==> src/rtl/serial_frame_receiver.sv <==
// serial_frame_receiver: rebuilds parallel words from an MSB-first serial stream.
// A shift register assembles the current frame while a separate output register
// holds the last completed word until it is consumed through a valid/ready
// handshake. Words that complete while the output is still occupied are dropped
// and flagged as overrun. Frames cut short by a drop of ser_en are flagged as abort.
module serial_frame_receiver #(
  parameter  int WIDTH = 16,
  localparam int CW    = $clog2(WIDTH)
) (
  input  logic             clk,
  input  logic             res,
  input  logic             ser_en,
  input  logic             ser_in,
  input  logic             ready,
  input  logic             clr_ovr,
  output logic [WIDTH-1:0] data_out,
  output logic             valid,
  output logic             overrun,
  output logic             abort,
  output logic [CW-1:0]    bit_cnt
);

  typedef enum logic {IDLE, RECV} state_t;

  state_t           state;
  logic [WIDTH-1:0] shift_q;
  logic [WIDTH-1:0] word;
  logic             done;
  logic             drop;

  // Assembled word and completion/drop decisions for the current cycle
  always_comb begin
    word = {shift_q[WIDTH-2:0], ser_in};
    done = (state == RECV) && ser_en && (bit_cnt == CW'(WIDTH - 1));
    drop = done && valid && !ready;
  end

  // Frame FSM plus output register, handshake and status flags
  always_ff @(posedge clk or posedge res) begin
    if (res) begin
      state    <= IDLE;
      shift_q  <= '0;
      bit_cnt  <= '0;
      data_out <= '0;
      valid    <= 1'b0;
      overrun  <= 1'b0;
      abort    <= 1'b0;
    end else begin
      abort <= 1'b0;

      case (state)
        IDLE: begin
          if (ser_en) begin
            // Start from a clean register so stale bits never leak into a word.
            shift_q <= {{(WIDTH-1){1'b0}}, ser_in};
            bit_cnt <= CW'(1);
            state   <= RECV;
          end
        end
        RECV: begin
          if (!ser_en) begin
            abort   <= 1'b1;
            bit_cnt <= '0;
            state   <= IDLE;
          end else if (done) begin
            // IDLE samples the very next bit, so consecutive frames need no gap.
            bit_cnt <= '0;
            state   <= IDLE;
          end else begin
            shift_q <= word;
            bit_cnt <= bit_cnt + CW'(1);
          end
        end
        default: begin
          bit_cnt <= '0;
          state   <= IDLE;
        end
      endcase

      if (done) begin
        if (!valid || ready) begin
          data_out <= word;
          valid    <= 1'b1;
        end
      end else if (valid && ready) begin
        valid <= 1'b0;
      end

      // Clear first so that a simultaneous drop still leaves the flag set.
      if (clr_ovr) overrun <= 1'b0;
      if (drop)    overrun <= 1'b1;
    end
  end

endmodule

==> config.mk <==
export PLATFORM = sky130hd
export DESIGN_NAME = serial_frame_receiver
export DESIGN_NICKNAME = d
export VERILOG_FILES = /design/src/rtl/serial_frame_receiver.sv
export SDC_FILE = /design/constraint.sdc
export NUM_CORES = 1
export LEC_CHECK = 0
export ABC_AREA = 1
export CAP_MARGIN = 10
export CORE_ASPECT_RATIO = 2
export CORE_MARGIN = 10
export CORE_UTILIZATION = 50
export DETAILED_ROUTE_END_ITERATION = 8
export HOLD_SLACK_MARGIN = 0.02
export PLACE_DENSITY = 0.85
export SLEW_MARGIN = 20
export SYNTH_ARGS = -nofsm -noshare
export SYNTH_HDL_FRONTEND = slang
export SYNTH_SLANG_ARGS = --single-unit
==> constraint.sdc <==
create_clock -name clk -period 2 [get_ports clk]
set_input_delay 0.6 -clock clk [delete_from_list [all_inputs] [get_ports clk]]
set_output_delay 0.6 -clock clk [all_outputs]
set_load 0.01 [all_outputs]
# Word-level counts from Yosys, hierarchy flattened
# Index checks and enable logic that the tools add are counted.
# W data, S select, Z words.
# totals
ff_bits	39
output_inout_bits	23
# op_classes
eq_ne	5
bitwise_logic	1
n_reduce_logical	13
addsub	1
muxes	19
# ops
cell	count
$mux W15	3
$pmux W15 S2	1
$mux W4	3
$mux W1	10
$pmux W4 S2	1
$ne A2 B2 Y1 const B	3
$logic_and A1 B1 Y1	5
$add A4 B1 Y4 const B	1
$eq A4 B4 Y1 const B	1
$reduce_and A2 Y1	2
$reduce_bool A2 Y1	2
$reduce_and A3 Y1	1
$logic_not A1 Y1	2
$ne A2 B1 Y1 const B	1
$pmux W1 S2	1
$logic_or A1 B1 Y1	1
$not A1 Y1	1

# Logic depth before layout (Yosys ltp)
# Gate-level depths: netlist of the first run.
# logic_depth
depth_word	5
ltp_mapped	7

# Least setup slack after synthesis of the first run
# No wires, ideal clock.
# synth_path
path_type	flip-flop to flip-flop
startpoint	register bit_cnt[0]
endpoint	register data_out[6]
arrival_ns	1.294
setup_time_ns	0.118
path_slack_ns	0.589
period_less_slack_ns	1.411
n_path_buf	1
path_stages_with_launch	8
path_cell_list	dfrtp_1 -> ha_1 -> nand3_2 -> nor2_4 -> nand2_4 -> buf_6 -> nand2_1 -> nand2_1
# synth_between
elab_chain_cells	3
# synth_rtl
item	line_no	text
start: declaration	20	output logic [CW-1:0] bit_cnt
start signal: assignment	71	bit_cnt <= bit_cnt + CW'(1);
$eq A4 B4 Y1	34	done = (state == RECV) && ser_en && (bit_cnt == CW'(WIDTH - 1));
$logic_and A1 B1 Y1	34	
$reduce_and A2 Y1 (no source line)	-	
end signal: assignment	82	data_out <= word;
end: declaration	16	output logic [WIDTH-1:0] data_out,
# No other way between the ends.
# A chain may end at the register's enable or synchronous reset.

# Worst setup path after layout of the first run
# layout_path
startpoint	register bit_cnt[3]
endpoint	output port bit_cnt[3]
# No word-level cell between the ends.

==> metrics.txt, run 1 <==
outcome complete, no violations; top cell family by delay on the critical path buffers and inverters; Initial Utilization 52.5%; distinct cell type count after synthesis 17; critical path class register to output port; slew margin rel. 67.4%; Clock Latency Late Sink 290 ps; violation count after the first detailed-route iteration 27; GRT Total Usage 11.5%; total of max-cap violations 0; CTS Buf Count 5; Layout Skew 7.01 ps; Slowest cell on crit path clkdlybuf4s50_1; clock buffer depth 2; TNS Setup 0 ps; Remaining DRCs 0; Die Y 99.5 um; Worst Max-Slew Pin Slew 489 ps; clock transition at the registers of the reported paths 70 ps; htree depth 2; final core utilization 66.7%; largest net degree at the start of global routing 40; cell taking the most area after synthesis dfrtp_1; Max FO, Critical Path 6; # Post-CTS Setup Buffers 0; first-pass GRT wire length 5.33 mm; WL per Instance 13.2 um; share of layout cells above drive strength 1 8.02%; cell chain of the critical path clkdlybuf4s50_1; Finished Layout Cells 242; row count 28; sequential area share after synthesis 61.7%; PwrDens 759 nW/um^2; GPL Wtd Cong 0.827; Min-Delay Path Class register to register; die area 5950 um^2; Crit. End Element output port; P_leak 0.00109 uW; IO Port Bufs 28; fmax 520 MHz; CP Launch Type register; Max stage delay on crit path 580 ps; dpl hpwl 2.34 mm; worst path bufs/invs 1; leading cell types in the layout, fill and taps excluded 89 x nand2_1, 38 x dfrtp_1, 28 x clkdlybuf4s50_1; area grow syn2layout 27.1%; antenna violations before repair 0; Setup WS pre-CTS 147 ps; maximum vdd drop 0.660 mV; Min Clock Period, post-route 1920 ps; synth top area cells dfrtp_1 62%, nand2_1 21%, nand3_1 6.0%, inv_1 2.4%, buf_4 1.4%; core footprint 3010 um^2; Max Slew Vio Count 0; die width 59.8 um; Filler Cell Count 248; post-CTS sizing 0; vias 1231; Hold WS 469 ps; FF+latch count, synth 39; Yosys Warn Count 0; RSZ-0062 raised after global routing no; Sink Count 39; CTS Root Cell clkbuf_8; hold buffer count at CTS 0; Synth top area share 61.7%; total grt overflow 0; endpoints failing hold 0; Cells after Synth 176; vias in the first global route 1204; Routed Wire Length 3.20 mm; diode count 0; TritonCTS clock tree yes; slack of the critical path 77.2 ps; I/O Pins 29; Pre-antenna DRT Iters 4; nets 219; synthesized cell area 1580 um^2; Avg Vias per Cell 5.09; final period utilization 96.1%; Worst EP required 1400 ps; setup violators final 0; Avg Cell Area, Syn 8.99 um^2; antenna viol nets, final 0; Post-Place Cells 235; most common cell after layout, fill and taps aside nand2_1; syn nets 183; Worst EP arrival 1320 ps
[worst paths after layout]
check,from,end,slack (ps),cells past startpoint
worst max-delay path,bit_cnt[3],bit_cnt[3],80,1
min in group asynchronous,res,data_out[10],720,3
max in group asynchronous,res,bit_cnt[2],910,3
worst max register to register,bit_cnt[0],shift_q[4],470,5
worst min-delay path,data_out[12],data_out[12],470,2
worst min register to register,data_out[12],data_out[12],470,2
[synth_stat cells (all sizes together)]
| cell type | number |
|---|---|
| inv | 11 |
| nand4 | 2 |
| xnor2 | 1 |
| clkbuf | 1 |
| o21ai | 3 |
| nand3 | 20 |
| nand2 | 90 |
| ha | 1 |
| nor2 | 3 |
| dfrtp | 39 |
| a22o | 1 |
| buf | 4 |
[area by class of cell]
cell class              count  area [um^2]  area share (%)
repair buffers             34          325            16.2
multi-input cells         121          527            26.2
clock buffers               6         72.6            3.61
inverters                  11         41.3            2.05
clock inverters             1         30.0            1.49
well taps                  30         37.5            1.87
flip-flops and latches     39          977            48.6
[state kept, by name (all words and copies together) (netlist names)]
name,count
bit_cnt,4
abort,1
shift_q,15
overrun,1
data_out,16
valid,1
state,1
[stage by stage]
stage	cell area (um^2)	total power [uW]
after floorplan	1580	882
after global placement	1910	922
after detailed placement	1910	925
after CTS	2010	1550
after global routing	2010	1590
final	2010	1530
[layer usage]
metal  global-route usage (%)  vias to the layer above  wire length [um]
li1                         -                      617                 -
met1                     12.1                      583              1220
met2                     18.6                       25              1670
met3                     4.20                        6               229
met4                     6.60                        0                79
met5                        0                        -                 0
[worst min-delay path, cell delays in order, from the launching register on]
cell	delay, ps
dfrtp_1	340
nand2_1	50
nand2_1	40
[kinds of logic after synthesis]
family,synth area share (%)
DFF,61.7
and+or+nand+nor,30.5
AOI/OAI and AO/OA,1.50
buffers and inverters,4.98
xor gates and xnor gates,0.554
adders and majority gates,0.791
[power by group]
group | total, uW | internal (uW) | leakage, uW | switching (uW)
Clock | 615 | 365 | 0.0000513 | 250
Combinational | 89.1 | 38.2 | 0.000508 | 50.9
Sequential | 822 | 804 | 0.000534 | 18.3
Total | 1530 | 1210 | 0.00109 | 319
Power figures use the tool's default switching activity.
==> inputs of run 2 (changes only) <==
==> constraint.sdc (replaced) <==
create_clock -name clk -period 2 [get_ports clk]
set_input_delay 0.6 -clock clk [delete_from_list [all_inputs] [get_ports clk]]
set_output_delay 0.6 -clock clk [all_outputs]
set_load 0.05 [all_outputs]
==> run 2 against run 1 <==
Net effect:
- non-clock buffer count unchanged
- clock skew decreased by 1.3 ps
- first-iteration DRC count increased by 7.4%
- final cell count increased by 0.41%
- utilization decreased by 0.54 points
- die area unchanged
- global-route usage increased by 0.15 points
==> metrics.txt, run 2 (synthesis results as in run 1) <==
outcome complete, no violations; Hold WS 471 ps (+2.07 ps); htree depth 2 (unchanged); endpoints failing hold 0 (unchanged); Reg with most FFs data_out; Clock Latency Late Sink 290 ps (about the same); Pwr Total 1690 uW (+11%); critical path class register to output port; post-CTS sizing 0 (unchanged); largest net degree at the start of global routing 40 (unchanged); Initial Utilization 52.5% (unchanged); final period utilization 79.6% (-17 points); registers with the most flip-flops data_out: 16 flops, shift_q: 15 flops, bit_cnt: 4 flops; leading cell types in the layout, fill and taps excluded 89 x nand2_1, 39 x dfrtp_1, 28 x buf_4; Worst EP required 1400 ps (about the same); Min Clock Period, post-route 1590 ps (-330 ps); nets 219 (unchanged); P_leak 0.00116 uW (+5.9%); Routed Wire Length 3.08 mm (-3.6%); antenna violations before repair 0 (unchanged); placed instance area 1860 um^2 (-2.4%); Die Y 99.5 um (unchanged); max FFs per register 16 (unchanged); total grt overflow 0 (unchanged); maximum vdd drop 0.692 mV (+4.8%); diode count 0 (unchanged); area grow syn2layout 26.1%; # Post-CTS Setup Buffers 0 (unchanged); Sink Count 39 (unchanged); Max FO, Critical Path 6 (unchanged); Remaining DRCs 0 (unchanged); Crit. End Element output port; GPL Wtd Cong 0.797 (-3.6%); Slowest cell on crit path dfrtp_1; violation count after the first detailed-route iteration 29 (+7.4%); TritonCTS clock tree yes; antenna viol nets, final 0 (unchanged); share of layout cells above drive strength 1 18.8% (+11 points); TNS Setup 0 ps (unchanged); IO Port Bufs 28 (unchanged); slew margin rel. 66.0% (-1.4 points); CTS Buf Count 5 (unchanged); top cell family by delay on the critical path flip-flops; Filler Cell Count 251 (+1.2%); CTS Root Cell clkbuf_8; Finished Cell Area 1990 um^2 (-0.81%); total of max-cap violations 0 (unchanged); core footprint 3010 um^2 (unchanged); Max stage delay on crit path 460 ps (-120 ps); first-pass GRT wire length 5.58 mm (+4.5%); most common cell after layout, fill and taps aside nand2_1; vias in the first global route 1259 (+4.6%); Worst Max-Slew Pin Slew 509 ps (+19.8 ps); die width 59.8 um (unchanged); I/O Pins 29 (unchanged); Pre-antenna DRT Iters 4 (unchanged); hold buffer count at CTS 0 (unchanged); cell chain of the critical path buf_4; PwrDens 849 nW/um^2 (+12%); worst path bufs/invs 1 (unchanged); die area 5950 um^2 (unchanged); Layout Skew 5.73 ps (-1.28 ps); CP Launch Type register; GRT Total Usage 11.6% (+0.15 points); Worst EP arrival 990 ps (-330 ps); clock transition at the registers of the reported paths 70 ps (about the same); setup violators final 0 (unchanged); clock buffer depth 2 (unchanged); RSZ-0062 raised after global routing no; fmax 628 MHz (+21%); Avg Vias per Cell 5.03 (-1.1%); vias 1222 (-0.73%); dpl hpwl 2.23 mm (-4.8%); Min-Delay Path Class register to register; row count 28 (unchanged); Max Slew Vio Count 0 (unchanged); WL per Instance 12.7 um (-4.0%)
-- run 2: cell count changes in the layout (fill, tap and decap cells not counted), sizes merged --
cell	previous run	this run
buf	6	29
bufinv	1	2
clkdlybuf4s50	28	5
-- run 2: worst paths after layout --
check                      slack [ps]           end  cells past startpoint          from
max                               410    bit_cnt[3]                      1    bit_cnt[3]
min                               470  data_out[15]                      2  data_out[15]
max reg2reg                       420    shift_q[7]                      5    bit_cnt[0]
min reg2reg                       470  data_out[15]                      2  data_out[15]
max in group asynchronous         950   data_out[4]                      3           res
min in group asynchronous         710   data_out[9]                      3           res
-- run 2: layer usage --
metal | GRT usage, % | vias to the layer above | wire length [um]
met3 | 4.20 | 8 | 216
li1 | - | 619 | -
met4 | 5.73 | 0 | 65
met5 | 0 | - | 0
met2 | 19.8 | 29 | 1650
met1 | 11.8 | 566 | 1150
-- run 2: final cells by class --
cell class	instances	area (um^2)	share of cell area [%]
clock inverter	2	60.1	3.01
tap	30	37.5	1.88
clock buffer	6	72.6	3.64
timing repair buffer	34	280	14.1
multi-input combinational	121	527	26.4
sequential	39	976	48.9
inverter	11	41.3	2.07
-- run 2: stage by stage --
stage	worst slack, ps	cells	util, %
after floorplan	255	176	-
after global placement	170	235	61.8
after detailed placement	126	235	61.8
after CTS	399	243	66.2
after global routing	234	243	66.2
final	407	243	66.2
-- run 2: report_power, final --
part / internal (uW) / switching [uW]
sequential: 804 / 18.1
clock: 498 / 264
combinational: 36.7 / 71.9
total: 1340 / 354
